**src/rtl/ni_pkg.sv**
```systemverilog
// Shared constants for the PE-side network-interface injector:
// flit type codes, header field offsets and the injector FSM encoding.
package ni_pkg;

  localparam logic [1:0] FT_HEAD = 2'b11;
  localparam logic [1:0] FT_BODY = 2'b10;
  localparam logic [1:0] FT_TAIL = 2'b01;
  localparam logic [1:0] FT_IDLE = 2'b00;

  // LSB positions of the header fields (40-bit flit, 3-bit coords, 4-bit len)
  localparam int HDR_DST_X_LSB = 35;
  localparam int HDR_DST_Y_LSB = 32;
  localparam int HDR_DST_Z_LSB = 29;
  localparam int HDR_SRC_X_LSB = 26;
  localparam int HDR_SRC_Y_LSB = 23;
  localparam int HDR_SRC_Z_LSB = 20;
  localparam int HDR_LEN_LSB   = 16;

  typedef enum logic [1:0] {
    S_IDLE  = 2'd0,
    S_HEAD  = 2'd1,
    S_BODY  = 2'd2,
    S_TAILZ = 2'd3
  } ni_state_e;

endpackage

```
**src/rtl/ni_payload_fifo.sv**
```systemverilog
// Payload buffer between the PE data port and the flit serialiser.
// Pointers carry one extra wrap bit; full/empty are registered so the
// link-side request never depends on same-cycle push/pop activity.
module ni_payload_fifo #(
  parameter int W     = 38,
  parameter int DEPTH = 8
) (
  input  logic         clk_i,
  input  logic         rst_i,
  input  logic         push_i,
  input  logic [W-1:0] wdata_i,
  input  logic         pop_i,
  output logic [W-1:0] rdata_o,
  output logic         full_o,
  output logic         empty_o
);

  localparam int AW = $clog2(DEPTH);

  logic [W-1:0] mem_q [DEPTH];
  logic [AW:0]  wr_ptr_q, wr_ptr_d;
  logic [AW:0]  rd_ptr_q, rd_ptr_d;
  logic         full_q, full_d;
  logic         empty_q, empty_d;
  logic         do_push, do_pop;

  assign do_push = push_i && !full_q;
  assign do_pop  = pop_i && !empty_q;

  // Next pointer values and the flags they imply
  always_comb begin
    wr_ptr_d = wr_ptr_q + {{AW{1'b0}}, do_push};
    rd_ptr_d = rd_ptr_q + {{AW{1'b0}}, do_pop};
    empty_d  = (wr_ptr_d == rd_ptr_d);
    full_d   = (wr_ptr_d[AW] != rd_ptr_d[AW]) &&
               (wr_ptr_d[AW-1:0] == rd_ptr_d[AW-1:0]);
  end

  // Pointer and flag registers; reset flushes the buffer
  always_ff @(posedge clk_i) begin
    if (rst_i) begin
      wr_ptr_q <= '0;
      rd_ptr_q <= '0;
      full_q   <= 1'b0;
      empty_q  <= 1'b1;
    end else begin
      wr_ptr_q <= wr_ptr_d;
      rd_ptr_q <= rd_ptr_d;
      full_q   <= full_d;
      empty_q  <= empty_d;
    end
  end

  // Storage array, no reset needed since empty_q masks stale entries
  always_ff @(posedge clk_i) begin
    if (do_push) mem_q[wr_ptr_q[AW-1:0]] <= wdata_i;
  end

  assign rdata_o = mem_q[rd_ptr_q[AW-1:0]];
  assign full_o  = full_q;
  assign empty_o = empty_q;

endmodule

```
**src/rtl/ni_inject.sv**
```systemverilog
// PE-side injector: turns a packet descriptor plus buffered payload words
// into head/body/tail flits on the router's req/grant local port.
//
// state | meaning
// IDLE  | waiting for a descriptor, pkt_ready high
// HEAD  | presenting the header flit
// BODY  | presenting payload flits from the FIFO, last one typed tail
// TAILZ | zero-length packet: presenting an empty tail flit
module ni_inject
  import ni_pkg::*;
#(
  parameter int FW      = 40,
  parameter int COORD_W = 3,
  parameter int LEN_W   = 4,
  parameter int DEPTH   = 8,
  parameter int MY_X    = 0,
  parameter int MY_Y    = 0,
  parameter int MY_Z    = 0
) (
  input  logic               clk,
  input  logic               rst,
  input  logic               pkt_valid,
  output logic               pkt_ready,
  input  logic [COORD_W-1:0] pkt_dst_x,
  input  logic [COORD_W-1:0] pkt_dst_y,
  input  logic [COORD_W-1:0] pkt_dst_z,
  input  logic [LEN_W-1:0]   pkt_len,
  input  logic               dat_valid,
  output logic               dat_ready,
  input  logic [FW-3:0]      dat_in,
  output logic [FW-1:0]      flit_out,
  output logic               req_out,
  input  logic               grnt_in,
  output logic               busy,
  output logic               pkt_sent
);

  ni_state_e          state_q;
  logic [LEN_W-1:0]   rem_q;
  logic [COORD_W-1:0] dst_x_q, dst_y_q, dst_z_q;
  logic [LEN_W-1:0]   len_q;
  logic               sent_q;

  logic               fifo_full, fifo_empty;
  logic [FW-3:0]      fifo_rdata;
  logic               push, pop, xfer;
  logic               req_c;
  logic [FW-1:0]      flit_c;
  logic [FW-1:0]      header;

  assign dat_ready = !rst && !fifo_full;
  assign push      = dat_valid && dat_ready;
  assign xfer      = req_out && grnt_in;
  assign pop       = (state_q == S_BODY) && xfer;

  ni_payload_fifo #(
    .W     (FW-2),
    .DEPTH (DEPTH)
  ) u_fifo (
    .clk_i   (clk),
    .rst_i   (rst),
    .push_i  (push),
    .wdata_i (dat_in),
    .pop_i   (pop),
    .rdata_o (fifo_rdata),
    .full_o  (fifo_full),
    .empty_o (fifo_empty)
  );

  // Header flit built from the latched descriptor and this node's address
  always_comb begin
    header                                 = '0;
    header[FW-1:FW-2]                      = FT_HEAD;
    header[HDR_DST_X_LSB +: COORD_W]       = dst_x_q;
    header[HDR_DST_Y_LSB +: COORD_W]       = dst_y_q;
    header[HDR_DST_Z_LSB +: COORD_W]       = dst_z_q;
    header[HDR_SRC_X_LSB +: COORD_W]       = COORD_W'(MY_X);
    header[HDR_SRC_Y_LSB +: COORD_W]       = COORD_W'(MY_Y);
    header[HDR_SRC_Z_LSB +: COORD_W]       = COORD_W'(MY_Z);
    header[HDR_LEN_LSB +: LEN_W]           = len_q;
  end

  // Injection FSM with remaining-flit counter and the pkt_sent pulse
  always_ff @(posedge clk) begin
    if (rst) begin
      state_q <= S_IDLE;
      rem_q   <= '0;
      dst_x_q <= '0;
      dst_y_q <= '0;
      dst_z_q <= '0;
      len_q   <= '0;
      sent_q  <= 1'b0;
    end else begin
      sent_q <= 1'b0;
      case (state_q)
        S_IDLE: begin
          if (pkt_valid) begin
            dst_x_q <= pkt_dst_x;
            dst_y_q <= pkt_dst_y;
            dst_z_q <= pkt_dst_z;
            len_q   <= pkt_len;
            rem_q   <= pkt_len;
            state_q <= S_HEAD;
          end
        end
        S_HEAD: begin
          if (grnt_in) state_q <= (rem_q != '0) ? S_BODY : S_TAILZ;
        end
        S_BODY: begin
          if (pop) begin
            rem_q <= rem_q - 1'b1;
            if (rem_q == LEN_W'(1)) begin
              state_q <= S_IDLE;
              sent_q  <= 1'b1;
            end
          end
        end
        S_TAILZ: begin
          if (grnt_in) begin
            state_q <= S_IDLE;
            sent_q  <= 1'b1;
          end
        end
        default: state_q <= S_IDLE;
      endcase
    end
  end

  // Link output mux; the flit is zero whenever no request is raised
  always_comb begin
    req_c  = 1'b0;
    flit_c = {FT_IDLE, {(FW-2){1'b0}}};
    case (state_q)
      S_HEAD: begin
        req_c  = 1'b1;
        flit_c = header;
      end
      S_BODY: begin
        if (!fifo_empty) begin
          req_c  = 1'b1;
          flit_c = {(rem_q == LEN_W'(1)) ? FT_TAIL : FT_BODY, fifo_rdata};
        end
      end
      S_TAILZ: begin
        req_c  = 1'b1;
        flit_c = {FT_TAIL, {(FW-2){1'b0}}};
      end
      default: ;
    endcase
  end

  assign req_out   = req_c && !rst;
  assign flit_out  = rst ? '0 : flit_c;
  assign pkt_ready = !rst && (state_q == S_IDLE);
  assign busy      = !rst && (state_q != S_IDLE);
  assign pkt_sent  = !rst && sent_q;

endmodule

```
**config.mk**
```make
export PLATFORM = sky130hd
export DESIGN_NAME = ni_inject
export DESIGN_NICKNAME = d
export VERILOG_FILES = /design/src/rtl/ni_pkg.sv /design/src/rtl/ni_payload_fifo.sv /design/src/rtl/ni_inject.sv
export SDC_FILE = /design/constraint.sdc
export NUM_CORES = 1
export LEC_CHECK = 0
export ABC_AREA = 1
export CAP_MARGIN = 20
export CORE_MARGIN = 2
export CORE_UTILIZATION = 58
export CTS_CLUSTER_SIZE = 8
export DETAILED_ROUTE_END_ITERATION = 8
export GPL_TIMING_DRIVEN = 0
export PLACE_DENSITY = 0.85
export SYNTH_ARGS = -nofsm -noshare
export SYNTH_HDL_FRONTEND = slang
export SYNTH_SLANG_ARGS = --single-unit
```
**constraint.sdc**
```tcl
create_clock -name clk -period 4.1 [get_ports clk]
set_input_delay 0.615 -clock clk [delete_from_list [all_inputs] [get_ports clk]]
set_output_delay 0.615 -clock clk [all_outputs]
set_load 0.1 [all_outputs]
```
# Word-level counts from Yosys, hierarchy flattened
# Memory sizes are Yosys's and may differ from the RTL's. A register that Yosys moved wholly into a read port is not among the register bits.
# Index checks and enable logic that the tools add are counted.
[classes]
n_addsub = 3
n_eq_ne = 12
n_mux = 23
n_reduce_logical = 22
[op_table]
columns = ["cell", "n"]
rows = [
  ["40-bit case mux with 3 select lines", 1],
  ["40-bit 2-to-1 mux", 2],
  ["2-bit 2-to-1 mux", 6],
  ["1-bit logical AND", 11],
  ["4-bit by 1-bit adder with 4-bit output", 2],
  ["4-bit 2-to-1 mux", 2],
  ["2-bit case mux with 4 select lines", 1],
  ["4-bit case mux with 2 select lines", 1],
  ["1-bit 2-to-1 mux", 7],
  ["2-bit inequality test, second input constant", 3],
  ["5-bit AND reduction", 1],
  ["2-bit equality test, second input constant", 2],
  ["4-bit by 1-bit equality test with 1-bit output, second input constant", 1],
  ["4-bit equality test", 1],
  ["2-bit by 1-bit inequality test with 1-bit output, second input constant", 2],
  ["1-bit case mux with 2 select lines", 2],
  ["2-bit nonzero test", 2],
  ["4-bit nonzero test", 1],
  ["4-bit by 1-bit subtractor with 4-bit output, second input constant", 1],
  ["3-bit equality test", 1],
  ["1-bit logical NOT", 3],
  ["3-bit 2-to-1 mux", 1],
  ["3-bit AND reduction", 1],
  ["2-bit by 1-bit equality test with 1-bit output, second input constant", 1],
  ["other kinds (4)", 4],
]
[word_totals]
register_bits = 30
ramBits = 304
in_bits = 56
output_inout_bits = 45
wordCells = 72
mem_count = 1
[memory_table]
columns = ["memory", "depth", "word_bits", "rd", "rd_ports_with_merged_regs", "write_ports", "line_no", "rtl"]
rows = [
  ["u_fifo.mem_q", 8, 38, 1, 1, 1, "ni_payload_fifo.sv:20", "logic [W-1:0] mem_q [DEPTH];"],
]

# Logic depth before layout (Yosys ltp)
[logic_depth]
depth_word = 10
mapped_depth = 11
mapped_depth_nobuf = 11

# Hierarchy
# Synthesis repeated with hierarchy kept, for this count alone.
[hier_totals]
cells_unflattened = 1249
hier_area_um2 = 13900.8
[by_module_without_submodules]
columns = ["mod", "instances", "cells_per_inst", "area_each_um2", "seq_area_each_um2"]
rows = [
  ["ni_payload_fifo", 1, 1028, 12538.3, 9328.9],
  ["ni_inject", 1, 221, 1362.6, 400.4],
]

# Worst setup path after synthesis
# Ideal clock, no wire load.
[synth_timing]
path_kind = "input-to-output"
start = "in rst"
end = "out flit_out[11]"
t_arrival_ns = 2.697
required_time_ns = 3.485
slack_ns = 0.788
path_stages = 5
n_path_buf = 2
cell_sequence = "buf_4 > nor2_4 > buf_2 > o21ai_0 > a31oi_1"
[synth_via]
elab_chain_len = 1
[synth_lines]
columns = ["item", "line_no", "rtl"]
rows = [
  ["from (decl)", "ni_inject.sv:21", "input logic rst,"],
  ["40-bit 2-to-1 mux", "ni_inject.sv:153", "assign flit_out = rst ? '0 : flit_c;"],
  ["to (decl)", "ni_inject.sv:31", "output logic [FW-1:0] flit_out,"],
]
# No other way between the ends.

==> reports/summary.log <==
qor: routing.drt_iter0_markers 1311
qor: critical_path.timing.critical_path.fanout_max 10
qor: timing.period_minus_slack 4.050 ns
qor: timing.worst_slew_margin_rel 34.20%
qor: synth.ys_seq_elements 334
qor: die.floorplan.die_area 24220 µm²
qor: layout.filler_cell_count 1384
qor: power_and_ir_drop.pwr-share-seq 49.3%
qor: global_route.pin_count_of_the_biggest_net_entering_global_routing 27
qor: clocking.cts_max_level 2
qor: synth.yosys.area.top_type_share 68.46%
qor: power_and_ir_drop.switching_share 21.48%
qor: place.hpwl 20910 µm
qor: routing.drt_first_pass_iters 5
qor: power_and_ir_drop.cellPowerDensity 475.9 nW/µm²
qor: power_and_ir_drop.vdd_drop_max 0.3037 mV
qor: synth.synth_top_area_cell edfxtp_1
qor: timing.setup_repair_after_global_routing_missed_its_margin false
qor: clocking.cts_num_sinks 334
qor: global_route.globalRouteMet2Util 47.45%
qor: die.floorplan.die.height 155.6 µm
qor: power_and_ir_drop.power.switching 1.662 mW
qor: synth.async_reset_ff_share 0%
qor: clocking.cts-root-to-sink-buffers 3
qor: timing.final.period_utilization 98.78%
qor: timing.setup_violations 0
qor: critical_path.rr_endpoint u_fifo.mem_q[7][5]$_DFFE_PP_
qor: power_and_ir_drop.clock_power_share 44.4%
qor: clocking.clk_root_buffer_cell clkbuf_16
qor: die.initial_core_util 59.07%
qor: routing.final_antenna_net_count 0
qor: clocking.cts.reportedPaths.clkPinSlew 0.05 ns
qor: timing.worstMarginPinSlew 0.9853 ns
qor: global_route.groute.layer.met3.usage 5.278%
qor: synth.post_synth_instance_area 13330 µm²
qor: hold_path.hold_path.class in2reg
qor: timing.fin_worst_skew 0.02146 ns
qor: place.portBuffers 99
qor: global_route.overflow 0
qor: critical_path.worst-r2r-cell-count 4
qor: power_and_ir_drop.power.share.combinational 6.2%
qor: critical_path.regToRegSetupSlack 1.79 ns
qor: layout.net_count_final 1301
qor: layout.syn2layout_area_growth 21.88%
qor: synth.synthesis.nets 1145
qor: place.routabilityCongestion 0.8089
qor: die.row_count 55
qor: critical_path.timing.rr.start u_fifo.full_o$_SDFF_PP0_
qor: routing.drt_wl_total 34770 µm
qor: global_route.antenna_found_initial 0
qor: routing.vias 9689
qor: timing.finalHoldViolCount 0
qor: layout.n_antenna_cell 0
qor: timing.final_number_of_max_transition_violations 0
qor: critical_path.worstPathRequired 3.48 ns
qor: die.boundaryPins 101
qor: hold_path.whs_path_depth 2
qor: synth.synth_area_per_cell 12.30 µm²
qor: clocking.postCtsSetupRepairBufs 0
qor: layout.ratio_of_cells_with_drive_above_1_in_the_final_layout 8.261%
qor: synth.netlist-cell-type-count 39
qor: global_route.grt_pass1_wl 52450 µm
qor: synth.synth_cells 1084
qor: global_route.grtUsageMet1 36.20%
qor: routing.drt_drc_violations_left 0
qor: synth.synthMostInstantiatedCell edfxtp_1
qor: die.floorplan.die.width 155.6 µm
qor: critical_path.start_kind register
qor: synth.synth_warnings 0
qor: critical_path.worst_ep_arrival_time 3.43 ns
qor: synth.most_used_dff_post_synth edfxtp_1
qor: synth.synth_common_cells 304 x edfxtp_1, 250 x nor2_1, 185 x o21ai_0
qor: synth.netlist_top_cells_area edfxtp_1 68%, nor2_1 7.0%, o21ai_0 6.9%
qor: global_route.grt_peak_use_layer met2
qor: synth.synth_edf_count 304
qor: timing.worst_hold_slack 0.3280 ns
qor: place.pre_cts_ws 0.4725 ns
qor: run.max_cap_check_violation_count 0
qor: clocking.number_of_cts_inserted_buffers 47
qor: timing.fin_ws 0.05010 ns
qor: clocking.clock_latency 0.53 ns
qor: critical_path.critical_path.endpoint_type primary output
qor: critical_path.critical_path_class reg2out
qor: hold_path.min-delay-start rst
qor: clocking.cts_tree yes
qor: power_and_ir_drop.cellInternalPower 6.072 mW
qor: power_and_ir_drop.leakage 6.017 nW
qor: synth.ys_seq_area_share 72.97%
qor: routing.wl_per_cell 22.52 µm
qor: global_route.grt.total_usage 28.38%
qor: hold_path.worst_hold_path.endpoint state_q[1]$_SDFFE_PP0P_
qor: timing.max_freq 0.2469 GHz
qor: routing.via_per_inst 6.275
qor: run_status.outcome finished clean
qor: die.area_inside_the_core_boundary 22570 µm²
qor: global_route.vias_in_the_first_global_route 9814
-- per-stage QoR --
stage	setup TNS, ns	instances	cell area, µm²	total power [mW]	utilization, %
2_1_floorplan	0	1084	13330	4.167	-
3_3_place_gp	-269.22	1468	14680	4.331	65.04
3_5_place_dp	0	1476	14920	4.352	66.09
4_1_cts	0	1544	16200	7.734	71.76
5_1_grt	0	1544	16250	7.915	72.00
6_report	0	1544	16250	7.734	72.00
-- metal layers --
layer  share of wire (%)  vias up
met3                  11      110
met4                 3.6        0
li1                    -     4256
met2                  49      701
met1                  37     4622
met5                   0        -
-- layout make-up --
cell class	count	area (µm²)	area share [%]
multi-input cells	651	3223	19.83
inverters	30	112.6	0.6929
repair buffers	107	1204	7.406
plain buffers	69	329.1	2.025
flip-flops and latches	334	9729	59.87
clock buffers	68	1297	7.984
well taps	285	356.6	2.194
-- power groups by stage --
| stage | Clock (mW) | Combinational [mW] | Sequential [mW] |
|---|---|---|---|
| floorplan | 0 | 0.294 | 3.87 |
| global placement | 0 | 0.454 | 3.88 |
| detailed placement | 0 | 0.476 | 3.88 |
| CTS | 3.44 | 0.479 | 3.81 |
| global route | 3.58 | 0.517 | 3.82 |
| finish | 3.44 | 0.483 | 3.82 |
-- registers in the layout, summed over array words and instances, names as in the netlist --
| register | cells |
|---|---|
| u_fifo.empty_o | 1 |
| state_q | 2 |
| u_fifo.rd_ptr_q | 4 |
| u_fifo.full_o | 1 |
| dst_z_q | 3 |
| rem_q | 4 |
| len_q | 4 |
| dst_y_q | 3 |
| dst_x_q | 3 |
| u_fifo.wr_ptr_q | 4 |
| sent_q | 1 |
| u_fifo.mem_q | 304 |
-- critical path, cell delays in order (launching register included) --
cell and delay (ns):
dfxtp_1 0.39, buf_2 0.27, clkbuf_1 0.47, o21ai_0 0.19, o221ai_1 0.22, nand3_1 0.14, nand2_1 0.09, clkdlybuf4s50_1 1.13
-- what timing repair did --
item                                    in CTS  in global routing
resized for setup                           14                 22
endpoints found under the setup margin      14                 22
gates cloned                                 0                  0
hold buffers                                 0                  0
-- cells in the final DEF, fill, tap and decap left out, types with 2 or more instances in the layout --
master	synthesis	layout
dlymetal6s2s_1	0	22
dfxtp_1	30	30
buf_2	17	17
o22ai_1	44	44
xor2_1	3	3
buf_1	2	2
inv_1	26	26
buf_12	0	6
nand2_1	56	56
nor3_1	2	2
xnor2_1	2	2
nor2_4	2	10
nand3_1	30	30
nand4_1	5	5
nor2_1	250	242
a21oi_1	19	19
ha_1	5	5
a31oi_1	11	11
clkdlybuf4s50_1	0	63
buf_6	2	2
clkbuf_1	39	58
dlygate4sd2_1	0	14
clkbuf_16	0	49
o21ai_0	185	185
o221ai_1	18	18
inv_2	3	3
edfxtp_1	304	304
buf_16	0	2
o21ai_1	5	5
buf_4	9	9
-- worst max path at each step --
stage / startpoint / to / slack [ns] / cells past startpoint
finish: u_fifo.rd_ptr_q[1]$_SDFF_PP0_ / flit_out[32] / 0.05 / 7
detailed placement: u_fifo.rd_ptr_q[0]$_SDFF_PP0_ / flit_out[20] / 0.47 / 8
global placement: dat_valid / u_fifo.mem_q[0][23]$_DFFE_PP_ / -1.02 / 4
floorplan: rst / flit_out[11] / 0.79 / 5
global route: u_fifo.rd_ptr_q[0]$_SDFF_PP0_ / flit_out[32] / 0.002 / 7
CTS: state_q[1]$_SDFFE_PP0P_ / flit_out[11] / 0.003 / 8
-- cells by family after synthesis --
group	synth area share, %
and+or+nand+nor	10.78
AOI/OAI and AO/OA	11.96
DFF	72.97
buffers and inverters	3.312
xor gates and xnor gates	0.5067
adders and majority gates	0.4692
Power figures use the tool's default switching activity.
